--- config.mk ---
export PLATFORM = sky130hd
export DESIGN_NAME = lcd_bus_arbiter
export DESIGN_NICKNAME = d
export VERILOG_FILES = /design/src/rtl/lcd_pkg.sv /design/src/rtl/rr_arbiter.sv /design/src/rtl/lcd_bus_arbiter.sv
export SDC_FILE = /design/constraint.sdc
export NUM_CORES = 1
export LEC_CHECK = 0
export CAP_MARGIN = 15
export CELL_PAD_IN_SITES_DETAIL_PLACEMENT = 0
export CELL_PAD_IN_SITES_GLOBAL_PLACEMENT = 1
export CORE_AREA = 2 2 98 91
export DETAILED_ROUTE_END_ITERATION = 7
export DIE_AREA = 0 0 100 93
export GPL_TIMING_DRIVEN = 0
export PLACE_DENSITY_LB_ADDON = 0.1
export SKIP_LAST_GASP = 1
export SYNTH_ARGS = -nofsm -noshare
export SYNTH_HDL_FRONTEND = slang
export SYNTH_SLANG_ARGS = --single-unit
--- constraint.sdc ---
create_clock -name clk -period 3.3 [get_ports clk]
set_clock_uncertainty 0.05 [all_clocks]
set_input_delay 0.66 -clock clk [delete_from_list [all_inputs] [get_ports clk]]
set_output_delay 0.66 -clock clk [all_outputs]
set_load 0.005 [all_outputs]
--- src/rtl/lcd_pkg.sv ---
// Shared definitions for the LCD1602 bus arbiter: controller states,
// the fixed HD44780 init command sequence and the row address commands
// that display-content requesters use to position the cursor.
package lcd_pkg;

  typedef enum logic [1:0] {
    ST_PWRUP = 2'd0,
    ST_INIT  = 2'd1,
    ST_IDLE  = 2'd2,
    ST_WRITE = 2'd3
  } lcd_state_e;

  localparam int INIT_LEN = 5;

  // 8-bit interface, 2 lines, 5x8 font
  localparam logic [7:0] CMD_FUNC_SET   = 8'h38;
  // display off while the controller is configured
  localparam logic [7:0] CMD_DISP_OFF   = 8'h08;
  // clear display, cursor home (slowest command)
  localparam logic [7:0] CMD_CLEAR      = 8'h01;
  // increment cursor, no display shift
  localparam logic [7:0] CMD_ENTRY_MODE = 8'h06;
  // display on, cursor and blink off
  localparam logic [7:0] CMD_DISP_ON    = 8'h0C;

  // Set-DDRAM-address commands for the start of each row
  localparam logic [7:0] ROW0_ADDR = 8'h80;
  localparam logic [7:0] ROW1_ADDR = 8'hC0;

  // Init command for a given step of the power-up sequence
  function automatic logic [7:0] init_cmd(input logic [2:0] idx);
    case (idx)
      3'd0:    init_cmd = CMD_FUNC_SET;
      3'd1:    init_cmd = CMD_DISP_OFF;
      3'd2:    init_cmd = CMD_CLEAR;
      3'd3:    init_cmd = CMD_ENTRY_MODE;
      default: init_cmd = CMD_DISP_ON;
    endcase
  endfunction

endpackage

--- src/rtl/rr_arbiter.sv ---
// Round-robin grant selection: first active request after the pointer wins.
// Latency: purely combinational.
// Backpressure: none; the caller decides when the grant is consumed.
module rr_arbiter #(
  parameter int NUM_REQ = 2
) (
  input  logic [NUM_REQ-1:0]         req,
  input  logic [$clog2(NUM_REQ)-1:0] ptr,
  output logic [NUM_REQ-1:0]         gnt,
  output logic [$clog2(NUM_REQ)-1:0] gnt_idx,
  output logic                       gnt_vld
);

  localparam int IDX_W = $clog2(NUM_REQ);

  logic [IDX_W-1:0] cand;

  // Scan ptr+1, ptr+2, ... wrapping, so the last winner has lowest priority
  always_comb begin
    gnt     = '0;
    gnt_idx = '0;
    gnt_vld = 1'b0;
    cand    = '0;
    for (int k = 1; k <= NUM_REQ; k++) begin
      cand = IDX_W'((int'(ptr) + k) % NUM_REQ);
      if (!gnt_vld && req[cand]) begin
        gnt[cand] = 1'b1;
        gnt_idx   = cand;
        gnt_vld   = 1'b1;
      end
    end
  end

endmodule

--- src/rtl/lcd_bus_arbiter.sv ---
// LCD1602 bus owner: power-up wait, fixed init sequence, then round-robin writes.
// Latency: req_ready in the same IDLE cycle as req_valid; lcd_en rises the next cycle.
// Backpressure: one write per T_CYCLE+1 cycles; requesters hold req_valid until ready.
module lcd_bus_arbiter
  import lcd_pkg::*;
#(
  parameter int NUM_REQ = 2,
  parameter int T_PWRUP = 1_000_000,
  parameter int T_CYCLE = 100_000
) (
  input  logic                       clk,
  input  logic                       rst_n,
  input  logic [NUM_REQ-1:0]         req_valid,
  input  logic [NUM_REQ-1:0]         req_rs,
  input  logic [8*NUM_REQ-1:0]       req_data,
  output logic [NUM_REQ-1:0]         req_ready,
  output logic                       init_done,
  output logic                       busy,
  output logic [$clog2(NUM_REQ)-1:0] grant_id,
  output logic                       lcd_en,
  output logic                       lcd_rw,
  output logic                       lcd_rs,
  output logic [7:0]                 lcd_data
);

  localparam int          IDX_W      = $clog2(NUM_REQ);
  localparam logic [31:0] PWRUP_LAST = 32'(T_PWRUP - 1);
  localparam logic [31:0] CYC_LAST   = 32'(T_CYCLE - 1);
  localparam logic [31:0] EN_HIGH    = 32'(T_CYCLE / 2);
  localparam logic [2:0]  INIT_LAST  = 3'(INIT_LEN - 1);

  lcd_state_e       state_q, state_d;
  logic [31:0]      cnt_q, cnt_d;
  logic [2:0]       init_idx_q, init_idx_d;
  logic [IDX_W-1:0] ptr_q, ptr_d;
  logic [IDX_W-1:0] grant_id_q, grant_id_d;
  logic             lcd_en_q, lcd_en_d;
  logic             lcd_rs_q, lcd_rs_d;
  logic [7:0]       lcd_data_q, lcd_data_d;

  logic [NUM_REQ-1:0] arb_gnt;
  logic [IDX_W-1:0]   arb_idx;
  logic               arb_vld;

  rr_arbiter #(.NUM_REQ(NUM_REQ)) u_rr_arbiter (
    .req     (req_valid),
    .ptr     (ptr_q),
    .gnt     (arb_gnt),
    .gnt_idx (arb_idx),
    .gnt_vld (arb_vld)
  );

  // Next-state logic; lcd_en is decoded from the next state so the pin is a clean flop output
  always_comb begin
    state_d    = state_q;
    cnt_d      = cnt_q;
    init_idx_d = init_idx_q;
    ptr_d      = ptr_q;
    grant_id_d = grant_id_q;
    lcd_rs_d   = lcd_rs_q;
    lcd_data_d = lcd_data_q;
    req_ready  = '0;

    case (state_q)
      ST_PWRUP: begin
        if (cnt_q == PWRUP_LAST) begin
          state_d    = ST_INIT;
          cnt_d      = '0;
          init_idx_d = '0;
          lcd_rs_d   = 1'b0;
          lcd_data_d = init_cmd(3'd0);
        end else begin
          cnt_d = cnt_q + 32'd1;
        end
      end
      ST_INIT: begin
        if (cnt_q == CYC_LAST) begin
          cnt_d = '0;
          if (init_idx_q == INIT_LAST) begin
            state_d = ST_IDLE;
          end else begin
            init_idx_d = init_idx_q + 3'd1;
            lcd_data_d = init_cmd(init_idx_q + 3'd1);
          end
        end else begin
          cnt_d = cnt_q + 32'd1;
        end
      end
      ST_IDLE: begin
        if (arb_vld) begin
          req_ready  = arb_gnt;
          lcd_rs_d   = req_rs[arb_idx];
          lcd_data_d = req_data[{arb_idx, 3'b000} +: 8];
          grant_id_d = arb_idx;
          ptr_d      = arb_idx;
          state_d    = ST_WRITE;
          cnt_d      = '0;
        end
      end
      ST_WRITE: begin
        if (cnt_q == CYC_LAST) begin
          state_d = ST_IDLE;
          cnt_d   = '0;
        end else begin
          cnt_d = cnt_q + 32'd1;
        end
      end
      default: begin
        state_d = ST_PWRUP;
        cnt_d   = '0;
      end
    endcase

    lcd_en_d = ((state_d == ST_INIT) || (state_d == ST_WRITE)) && (cnt_d < EN_HIGH);
  end

  // State and bus registers; reset drops the LCD pins immediately
  always_ff @(posedge clk or negedge rst_n) begin
    if (!rst_n) begin
      state_q    <= ST_PWRUP;
      cnt_q      <= '0;
      init_idx_q <= '0;
      ptr_q      <= IDX_W'(NUM_REQ - 1);
      grant_id_q <= '0;
      lcd_en_q   <= 1'b0;
      lcd_rs_q   <= 1'b0;
      lcd_data_q <= 8'h00;
    end else begin
      state_q    <= state_d;
      cnt_q      <= cnt_d;
      init_idx_q <= init_idx_d;
      ptr_q      <= ptr_d;
      grant_id_q <= grant_id_d;
      lcd_en_q   <= lcd_en_d;
      lcd_rs_q   <= lcd_rs_d;
      lcd_data_q <= lcd_data_d;
    end
  end

  // Init can only complete once, so being past INIT is the same as init_done
  assign init_done = (state_q == ST_IDLE) || (state_q == ST_WRITE);
  assign busy      = (state_q != ST_IDLE);
  assign grant_id  = grant_id_q;
  assign lcd_en    = lcd_en_q;
  assign lcd_rw    = 1'b0;
  assign lcd_rs    = lcd_rs_q;
  assign lcd_data  = lcd_data_q;

endmodule

Word level (Yosys, flattened, before mapping)
Index checks and enable logic that the tools add are counted.

storage, ports and cells
  flip-flop bits (word level) = 49
  output and inout port bits = 16
  word-level logic and storage cells = 94

operators by class
  $add $sub $neg = 4
  order comparisons = 6
  equal/unequal tests = 16
  shift operators = 1
  mux-type cells = 41
  bitwise logic cells = 1
  reduce and logical (&&, ||, !) cells = 17

operators with widths
  kind                                                                     count
  32-bit 2-to-1 mux                                                        3
  32-bit one-hot mux with 3 select lines                                   1
  32-bit by 1-bit adder with 32-bit output (second input constant)         1
  32-bit by 17-bit == test with 1-bit output (second input constant)       1
  32-bit by 20-bit == test with 1-bit output (second input constant)       1
  32-bit by 16-bit < comparator with 1-bit output (second input constant)  1
  8-bit 2-to-1 mux                                                         4
  6-bit one-hot mux with 4 select lines                                    1
  8-bit one-hot mux with 3 select lines                                    1
  2-bit 2-to-1 mux                                                         9
  16-bit by 5-bit indexed part select with 8-bit output                    1
  1-bit 2-to-1 mux                                                         14
  2-bit inequality test (second input constant)                            5
  3-bit 2-to-1 mux                                                         3
  2-bit one-hot mux with 4 select lines                                    1
  2-bit == test (second input constant)                                    3
  3-bit by 2-bit == test with 1-bit output (second input constant)         2
  1-bit by 2-bit < comparator with 1-bit output (second input constant)    3
  3-bit one-hot mux with 2 select lines                                    1
  5-bit AND reduction                                                      1
  2-bit by 1-bit == test with 1-bit output (second input constant)         2
  1-bit logical AND                                                        4
  4-bit AND reduction                                                      1
  2-bit nonzero test                                                       2
  16 further kinds                                                         20

Longest topological paths before layout
Gate-level depths: netlist of the first run.

  depth in word-level cells = 12
  gate-level depth with buffers = 11
  depth with buffers taken out = 10

Cells and area by module
From an unflattened synthesis of the first run, not the netlist that was laid out.

second synthesis, totals
  cell total of the unflattened synthesis = 396
  area, all modules = 3382.0 µm²

by module, submodules not included
  module           instances  cells each  area an instance (µm²)  seq. area each (µm²)
  lcd_bus_arbiter  1          391         3349.5                  1227.4
  rr_arbiter       1          5           32.5                    0.0

Least setup slack after synthesis of the first run
No wires, ideal clock.

  path kind = register to register
  start = reg cnt_q[0]
  end = reg lcd_en_q, in the netlist lcd_en
  library setup time = 0.095 ns
  data arrival time = 2.907 ns
  slack = 0.248 ns
  stages on the path, launching flop included = 11
  clock period less this slack = 3.052 ns
  path through = dfrtp_1 ha_1 and4_1 nand4_2 o21ai_1 buf_4 a21boi_0 o22a_1 or4_1 or4b_1 nor4b_2

RTL lines
  element                                                           RTL line                                                              text
  start: declaration                                                lcd_bus_arbiter.sv:33                                                 logic [31:0] cnt_q, cnt_d;
  start signal: assignment                                          lcd_bus_arbiter.sv:130                                                cnt_q <= cnt_d;
  32-bit by 1-bit adder with 32-bit output (tied with other cells)  lcd_bus_arbiter.sv:73, lcd_bus_arbiter.sv:86, lcd_bus_arbiter.sv:105
  32-bit 2-to-1 mux, on equally long branches                       lcd_bus_arbiter.sv:77, lcd_bus_arbiter.sv:101, lcd_bus_arbiter.sv:66
  32-bit one-hot mux with 3 select lines *                          lcd_bus_arbiter.sv:64                                                 case (state_q)
  via cnt_d[29]                                                     lcd_bus_arbiter.sv:33
  32-bit by 16-bit < comparator with 1-bit output *                 lcd_bus_arbiter.sv:114                                                lcd_en_d = ((state_d == ST_INIT) || (state_d == ST_WRITE)) && (cnt_d < EN_HIGH);
  1-bit logical AND *                                               lcd_bus_arbiter.sv:114
  via lcd_en_d                                                      lcd_bus_arbiter.sv:37                                                 logic lcd_en_q, lcd_en_d;
  end signal: assignment                                            lcd_bus_arbiter.sv:134                                                lcd_en_q <= lcd_en_d;
  end: declaration                                                  lcd_bus_arbiter.sv:37

Mark *: on every way through the listed nets, which the timed path passes. The rest lies on a longest branch.
A chain may end at the register's enable or synchronous reset.

Worst setup path in the final report of the first run
  start = reg cnt_q[11]
  end = reg lcd_en_q, in the netlist lcd_en

Same word-level chain as after synthesis.

==> results of run 1 <==
==> per-stage QoR <==
step	setup TNS, ns	cells	setup WS (ns)	cell area, sq um	hold WS, ns
CTS	-0.158	550	-0.158	4060	0.245
floorplan	0	398	0.248	3400	0.314
detailed placement	-5.45	537	-0.590	3910	0.417
finish	0	560	0.0139	4290	0.228
global placement	-9.87	536	-0.662	3890	0.412
global route	-0.0351	560	-0.0351	4290	0.245
==> layer usage <==
layer	track usage	routed length, microns
met1	0.335	4900
met2	0.314	4340
met3	0.0306	486
met4	0.0594	102
met5	0	0
==> registers in the layout, summed over array words and instances, names as in the netlist <==
| register | flops |
|---|---|
| cnt_q | 32 |
| lcd_data | 8 |
| init_idx_q | 3 |
| state_q | 2 |
| grant_id | 1 |
| lcd_en | 1 |
| lcd_rs | 1 |
| ptr_q | 1 |
==> cell families (layout without fill, tap and decap cells) <==
group | Yosys count | count (layout) | share of synthesized area
multiplexers | 13 | 13 | 0.0397
buffers and inverters | 38 | 98 | 0.0467
AND/OR/NAND/NOR | 153 | 153 | 0.254
XOR/XNOR | 2 | 2 | 0.00515
adder cells (fa/ha/maj) | 11 | 11 | 0.0404
other | 1 | 1 | 0.00110
flip-flops | 49 | 49 | 0.361
AO/OA/AOI/OAI | 131 | 131 | 0.252
==> cell type report <==
class / count / area share
Buffer: 18 / 0.0210
Clock inverter: 2 / 0.00350
Tap cell: 102 / 0.0298
Clock buffer: 6 / 0.0169
Inverter: 17 / 0.0158
Multi-Input combinational cell: 311 / 0.501
Sequential cell: 49 / 0.290
Timing Repair Buffer: 55 / 0.122
==> Yosys cell counts, drive strengths merged, types with 7 or more instances <==
cell type and number:
nand2 55, dfrtp 48, o21ai 40, a21oi 27
nand3 17, clkbuf 16, inv 16, nor2 12
ha 11, o31ai 11, mux2i 9, or3 9
nand4 8, nor3 8, a21o 7, a22oi 7
==> worst register-to-register path: stages (launching register included) <==
cell      delay [ns]
dfrtp_2         0.48
nor4_1          0.31
nand4_1         0.25
o211ai_4        0.34
buf_12          0.15
a21boi_0        0.11
o22a_1          0.24
or4_1           0.48
or4b_4          0.52
nor4b_4         0.27
==> placed cells by master (no fill, tap or decap), types with 3 or more instances in the layout <==
| cell | netlist | layout |
|---|---|---|
| and2_1 | 5 | 4 |
| and3_1 | 4 | 4 |
| nor3_1 | 8 | 8 |
| clkbuf_1 | 16 | 10 |
| nand2_1 | 55 | 54 |
| a21o_1 | 7 | 7 |
| o311ai_0 | 3 | 3 |
| clkdlybuf4s50_1 | 0 | 35 |
| and4_1 | 6 | 5 |
| a21oi_1 | 27 | 27 |
| nand4_1 | 6 | 6 |
| nand3_1 | 16 | 16 |
| a221o_1 | 4 | 4 |
| clkbuf_8 | 0 | 5 |
| dfrtp_2 | 0 | 11 |
| or3_1 | 8 | 8 |
| o21ai_0 | 39 | 39 |
| clkbuf_2 | 0 | 4 |
| mux2i_1 | 9 | 9 |
| clkinvlp_4 | 0 | 3 |
| ha_1 | 11 | 10 |
| buf_2 | 1 | 3 |
| buf_4 | 2 | 19 |
| mux2_2 | 4 | 4 |
| o31ai_1 | 11 | 10 |
| nor4_4 | 1 | 4 |
| dfrtp_1 | 48 | 37 |
| nor2_1 | 12 | 10 |
| a211oi_1 | 4 | 4 |
| o22a_1 | 3 | 3 |
| inv_1 | 16 | 16 |
| a21boi_0 | 6 | 5 |
| or4_1 | 6 | 6 |
| a22oi_1 | 7 | 7 |
==> power by group <==
group / switching [mW] / internal [mW]
Sequential: 0 / 0.600
Combinational: 0.0224 / 0.0306
Clock: 0.221 / 0.150
==> what timing repair did <==
action	CTS	global route
setup endpoints to repair	13	9
pin swaps	3	6
gates resized for setup	9	35
setup buffers	5	13
==> worst paths after layout <==
kind	start	end	slack (ns)	cells past startpoint
max reg2reg	cnt_q[11]	lcd_en	0.01	9
min	rst_n	cnt_q[21]	0.23	1
min in group clk	lcd_data[6]	lcd_data[6]	0.43	2
max	cnt_q[11]	lcd_en	0.01	9
max in group asynchronous	rst_n	cnt_q[0]	2.41	2
min reg2reg	lcd_data[6]	lcd_data[6]	0.43	2
==> impl_metrics.yaml, run 1 <==
worst_setup_path:
  cpLargestDelayFamily: "simple AND/OR/NAND/NOR gates"
  cpPeakStageDelay_ns: 0.52
  critPathMaxFanout: 9
  worst_setup_path_end_kind: "register"
  critical_path.n_buffers_inverters: 1
  cp.required_ns: 3.48
  worst_setup_sp_type: "register"
  cp.arrival_ns: 3.47
  crit_chain: "nor4_1, nand4_1, o211ai_4, buf_12, a21boi_0, o22a_1, or4_1, or4b_4, nor4b_4"
  critical_path.slowest_cell: "or4b_4"
  path_class: "register to register"
placement:
  detailedPlacementHpwl_microns: 7170
  gp_congestion: 0.851
  numPortBuffers: 36
yosys:
  synth_cells: 398
  synth_nets: 431
  ys_ff_latch: 49
  synth.cell_area_sq_um: 3400
  netlist.area_leader.share: 0.353
  largest_area_contributor_in_the_synthesized_netlist: "dfrtp_1"
  synth_edf_count: 0
  yosys_most_used_dff: "dfrtp_1"
  synth_seq_area_share: 0.361
  largest_cells_by_area_after_synthesis: "dfrtp_1 35%, nand2_1 6.1%, o21ai_0 5.7%"
  synth_cell_types: 68
  synth.avg_cell_area_sq_um: 8.55
  ys_async_sr_fraction: 1.00
  synth.yosys.warnings: 0
cts:
  holdBufCountCts: 0
  cts_clock_pin_slew_for_the_worst_setup_and_hold_paths_ns: 0.11
  cts.sinks: 49
  clock_tree.htree_level_count: 2
  clock_insertion_delay_worst_skew_ns: 0.32
  clk_root_buffer_cell: "clkbuf_8"
  tritoncts.num_buffers: 5
  cts_tree: "built"
  cts_buffer_depth: 2
layout:
  layout.filler_cells: 797
  fraction_of_layout_cells_with_a_size_suffix_above_1: 0.175
  postLayoutCoreUtil: 0.515
  antenna-diode-count: 0
  syn_to_final_growth_pct: 25.9
  multi_input_area_sq_um: 2150
  num-nets-final: 490
  final-seq-area_sq_um: 1240
min_path:
  hp-class: "primary input to asynchronous set/reset pin"
route:
  wl_per_cell_microns: 17.5
  final_antenna_net_count: 0
  routed_wl_microns: 9820
  drc: 0
  dr_total_vias: 3265
  drtIter0Drc: 220
  via_density_per_instance: 5.83
  detail_route.first_pass.iterations: 5
sta:
  finalHoldViolCount: 0
  worst_pin_slew_ns: 0.902
  period_minus_slack_ns: 3.29
  setup_violations: 0
  timing.fmax_mhz: 304
  min_period_over_period: 0.996
  max_slew_margin: 0.398
  timing.final.max_slew_violations: 0
  rsz_0062_raised_after_global_routing: "yes"
grt:
  grt_pass1_wl_microns: 15900
  grt_pass1_vias: 3031
  grt_use_total: 0.217
  grt_antenna_before_repair: 0
  leftover_overflow_at_the_end_of_global_routing: 0
  grt_max_degree: 32
floorplanning:
  floorplan.initialDensity: 0.409
  die_width_microns: 100
  fp.dieH_microns: 93
  core_area_sq_um: 8330
  fp-row-count: 32
  pin_count: 38
  fp.dieArea_sq_um: 9300
power:
  ir_worst_vdd_mv: 0.147
  cellLeakagePower_nw: 1.76
  power_density_nw_per_um2: 239
  design_power_total_mw: 1.02
outcome:
  outcome: "complete, no violations"
job:
  max_cap_violations: 0
(Power assumes the default switching activity.)
==> run 2: changes to the inputs <==
CORE_AREA = 5 5 101 94   (was 2 2 98 91)
DIE_AREA = 0 0 106 99   (was 0 0 100 93)
==> run 2 against run 1 <==
Effect of this change:
- worst setup slack got worse by 0.011 ns
- highest routed layer unchanged
- clock power barely moved
- critical path depth did not move
- combinational power rose by 1%
- sequential share of layout area barely moved
- fmax fell by 0.35%
- routed wire length rose by 6.0%
- via count rose by 2.9%
- first-iteration DRC count fell by 9.1%
==> impl_metrics.yaml, run 2 (synthesized netlist as in run 1, its figures left out) <==
outcome:
  outcome: "complete, no violations"
worst_setup_path:
  path_class: "register to register"
  worst_setup_path_end_kind: "register"
  worst_setup_sp_type: "register"
  cp.required_ns: 3.47
  critPathMaxFanout: 10
  cp.arrival_ns: 3.47
layout:
  final_common_cell: "nand2_1"
  fraction_of_layout_cells_with_a_size_suffix_above_1: 0.158
  num-nets-final: 489
  final-seq-area_sq_um: 1230
  antenna-diode-count: 0
  syn_to_final_growth_pct: 25.5
  layout.filler_cells: 803
  top_register: "cnt_q"
  multi_input_area_sq_um: 2160
  largest_register_ff_count: 32
  most-common-layout-cells: "55 x nand2_1, 42 x dfrtp_1, 39 x o21ai_0"
sta:
  setup_violations: 0
  worst_pin_slew_ns: 0.949
  rsz_0062_raised_after_global_routing: "yes"
  max_slew_margin: 0.366
  min_period_over_period: 0.999
  timing.fmax_mhz: 303
  period_minus_slack_ns: 3.30
  totalNegativeSetupSlack_ns: 0
  final_critical_path_setup_slack_ns: 0.00253
  timing.final.max_slew_violations: 0
  finalHoldViolCount: 0
placement:
  dpl_worst_slack_ns: -0.618
  numPortBuffers: 36
  gp_congestion: 0.851
  detailedPlacementHpwl_microns: 7370
cts:
  holdBufCountCts: 0
  cts_clock_pin_slew_for_the_worst_setup_and_hold_paths_ns: 0.10
  tritoncts.num_buffers: 5
  clk_root_buffer_cell: "clkbuf_8"
  cts_buffer_depth: 2
  cts.sinks: 49
  clock_tree.htree_level_count: 2
  cts_tree: "built"
  clock_insertion_delay_worst_skew_ns: 0.32
route:
  drc: 0
  final_antenna_net_count: 0
  via_density_per_instance: 6.01
  routed_wl_microns: 10400
  wl_per_cell_microns: 18.6
  detail_route.first_pass.iterations: 4
  drtIter0Drc: 200
  dr_total_vias: 3359
grt:
  leftover_overflow_at_the_end_of_global_routing: 0
  grt_pass1_vias: 3131
  grt_antenna_before_repair: 0
  grt_use_total: 0.193
  grt_max_degree: 33
  grt_pass1_wl_microns: 16300
floorplanning:
  die_width_microns: 106
  core_area_sq_um: 8330
  fp-row-count: 32
  pin_count: 38
  floorplan.initialDensity: 0.409
  fp.dieArea_sq_um: 10500
  fp.dieH_microns: 99
min_path:
  hp-class: "primary input to asynchronous set/reset pin"
job:
  max_cap_violations: 0
power:
  ir_worst_vdd_mv: 0.175
  power_density_nw_per_um2: 240
  cellLeakagePower_nw: 1.74
## run 2: final timing paths
path,startpoint,to,slack (ns),depth (start not counted)
max,cnt_q[5],lcd_en,0.003,9
min,rst_n,cnt_q[21],0.23,1
max reg2reg,cnt_q[5],lcd_en,0.003,9
min reg2reg,grant_id,grant_id,0.44,1
max in group asynchronous,rst_n,cnt_q[6],2.39,2
min in group clk,grant_id,grant_id,0.44,1
## run 2: worst max-delay path, stage by stage, from the launching register on
cell and delay [ns]:
dfrtp_2 0.49, nor4bb_1 0.34, nand4_1 0.28, o21ai_4 0.24, buf_6 0.16, a21boi_0 0.12
o22a_1 0.24, or4_1 0.47, or4b_1 0.52, nor4b_2 0.31
## run 2: layout make-up
cell class / count / area share
Timing Repair Buffer: 53 / 0.116
Sequential cell: 49 / 0.289
Clock buffer: 6 / 0.0170
Buffer: 18 / 0.0220
Clock inverter: 2 / 0.00352
Tap cell: 102 / 0.0299
Inverter: 17 / 0.0158
Multi-Input combinational cell: 312 / 0.507
## run 2: through the flow
| stage | area [sq um] | std cells | hold WS [ns] | util | power [mW] |
|---|---|---|---|---|---|
| after global routing | 4270 | 559 | 0.262 | 0.513 | 1.06 |
| after global placement | 3890 | 536 | 0.413 | 0.467 | 0.664 |
| after floorplan | 3400 | 398 | 0.314 | - | 0.623 |
| after CTS | 4060 | 550 | 0.255 | 0.488 | 1.04 |
| final | 4270 | 559 | 0.228 | 0.513 | 1.03 |
| after detailed placement | 3910 | 537 | 0.420 | 0.469 | 0.667 |
## run 2: timing repair
action / in CTS / in global routing
gates cloned: 1 / 0
buffers inserted: 4 / 12
gates resized for setup: 10 / 30
pin swaps: 3 / 7
endpoints found under the setup margin: 13 / 9
## run 2: per-layer routing
layer,track usage,up-vias,part of all wire
li1,-,1620,-
met1,0.282,1625,0.48
met2,0.292,99,0.45
met3,0.0393,15,0.055
met4,0.0458,0,0.014
met5,0,-,0
## run 2: power by group
group          leakage [nW]  internal (mW)  switching (mW)  total, mW
clock network        0.0374          0.150           0.222      0.372
logic                  1.10         0.0306          0.0231     0.0537
registers             0.594          0.600               0      0.600
==> run 3: changes to the inputs <==
clock period = 3.2 ns   (was 3.3 ns; I/O delays follow)
==> run 3 against run 2 <==
Effect of this change:
- flip-flop and latch count stayed put
- critical path depth unchanged
- die area unchanged
- core utilization is 1.9 points higher
- first-iteration DRC count shrank 14%
- clock power rose by 2%
- sequential power up 3%
- critical endpoint unchanged
- largest cell class unchanged
- largest power group unchanged
==> impl_metrics.yaml, run 3 (synthesized netlist as in run 1, its figures left out) <==
route:
  dr_total_vias: 3384
  final_antenna_net_count: 0
  drc: 0
  met2WireLength_microns: 4720
  highest_layer: "met4"
  met3RoutedLength_microns: 677
  drtIter0Drc: 171
  via_density_per_instance: 5.97
  routedLengthMet1_microns: 5070
  detail_route.first_pass.iterations: 5
  routed_wl_microns: 10600
  wl_per_cell_microns: 18.7
worst_setup_path:
  worst_setup_path_end_kind: "register"
  path_class: "register to register"
  cp.required_ns: 3.38
  worst_setup_sp_type: "register"
  cp.arrival_ns: 3.38
  crit_chain: "nor4bb_4, nand4_1, o21ai_4, buf_6, a21boi_1, o22a_1, or4_1, or4b_4, nor4b_4"
  cpPeakStageDelay_ns: 0.57
  critical_path.slowest_cell: "or4b_4"
  critPathMaxFanout: 7
layout:
  final-seq-area_sq_um: 1250
  fraction_of_layout_cells_with_a_size_suffix_above_1: 0.211
  syn_to_final_growth_pct: 30.0
  final_common_cell: "nand2_1"
  top_register: "cnt_q"
  antenna-diode-count: 0
  num-nets-final: 497
  layout.filler_cells: 777
  most-common-layout-cells: "54 x nand2_1, 39 x o21ai_0, 35 x clkdlybuf4s50_1"
  multi_input_area_sq_um: 2210
  largest_register_ff_count: 32
grt:
  leftover_overflow_at_the_end_of_global_routing: 0
  grt_pass1_vias: 3144
  grt_use_total: 0.193
  grt_antenna_before_repair: 0
  grt_pass1_wl_microns: 16300
  grt_max_degree: 33
floorplanning:
  fp.dieArea_sq_um: 10500
  floorplan.initialDensity: 0.409
  core_area_sq_um: 8330
  pin_count: 38
  die_width_microns: 106
  fp.dieH_microns: 99
  fp-row-count: 32
min_path:
  hp-class: "primary input to asynchronous set/reset pin"
cts:
  tritoncts.num_buffers: 5
  cts.sinks: 49
  cts_buffer_depth: 2
  clock_tree.htree_level_count: 2
  cts_tree: "built"
  clock_insertion_delay_worst_skew_ns: 0.32
  cts_clock_pin_slew_for_the_worst_setup_and_hold_paths_ns: 0.11
  clk_root_buffer_cell: "clkbuf_8"
sta:
  max_slew_margin: 0.391
  final_hold_slack_ns: 0.210
  rsz_0062_raised_after_global_routing: "yes"
  timing.fmax_mhz: 313
  finalHoldViolCount: 0
  period_minus_slack_ns: 3.20
  setup_violations: 0
  worst_pin_slew_ns: 0.911
  timing.final.max_slew_violations: 0
  min_period_over_period: 0.999
placement:
  detailedPlacementHpwl_microns: 7370
  numPortBuffers: 36
  gp_congestion: 0.851
power:
  design_power_total_mw: 1.06
  power_density_nw_per_um2: 238
  cellLeakagePower_nw: 1.80
  ir_worst_vdd_mv: 0.180
outcome:
  outcome: "complete, no violations"
job:
  max_cap_violations: 0
-- run 3: timing repair --
action | CTS | global route
cloned | 1 | 1
pin swaps | 4 | 17
hold buffers | 0 | 0
setup buffers | 5 | 19
resized for setup | 13 | 59
setup endpoints to repair | 13 | 9
-- run 3: critical path: cells and delay by family (launching register included) --
kind            cells  cell delay [ns]
simple gates        5             1.91
flops               1             0.49
compound gates      3             0.53
buf+inv             1             0.15
-- run 3: power breakdown --
group          internal [mW]  switching [mW]
registers              0.619               0
logic                 0.0316          0.0241
clock network          0.155           0.226
-- run 3: through the flow --
stage / utilization / TNS (ns) / setup slack (ns) / area, sq um / cells
6_report: 0.531 / 0 / 0.00335 / 4430 / 567
5_1_grt: 0.531 / -0.110 / -0.0993 / 4430 / 567
4_1_cts: 0.490 / -0.205 / -0.205 / 4080 / 551
3_5_place_dp: 0.469 / -7.45 / -0.698 / 3910 / 537
3_3_place_gp: 0.467 / -17.59 / -0.736 / 3890 / 536
2_1_floorplan: - / 0 / 0.148 / 3400 / 398
-- run 3: cell type report --
cell class | count | share of cell area
timing repair buffer | 62 | 0.133
multi-input combinational | 312 | 0.499
sequential | 49 | 0.282
clock inverter | 2 | 0.00339
buffer | 17 | 0.0223
clock buffer | 6 | 0.0164
inverter | 17 | 0.0153
tap | 102 | 0.0288
-- run 3: routing by layer --
| layer | GRT usage | vias to the layer above |
|---|---|---|
| met4 | 0.0458 | 0 |
| met3 | 0.0354 | 14 |
| met5 | 0 | - |
| met2 | 0.292 | 102 |
| met1 | 0.285 | 1639 |
| li1 | - | 1629 |
-- run 3: final timing paths --
| path | from | endpoint | slack, ns | cells after the start |
|---|---|---|---|---|
| worst max-delay path | cnt_q[5] | lcd_en | 0.003 | 9 |
| worst min-delay path | rst_n | cnt_q[21] | 0.21 | 1 |
| worst max register to register | cnt_q[5] | lcd_en | 0.003 | 9 |
| worst min register to register | grant_id | grant_id | 0.44 | 1 |
| max in group asynchronous | rst_n | cnt_q[6] | 2.31 | 2 |
| min in group clk | grant_id | grant_id | 0.44 | 1 |
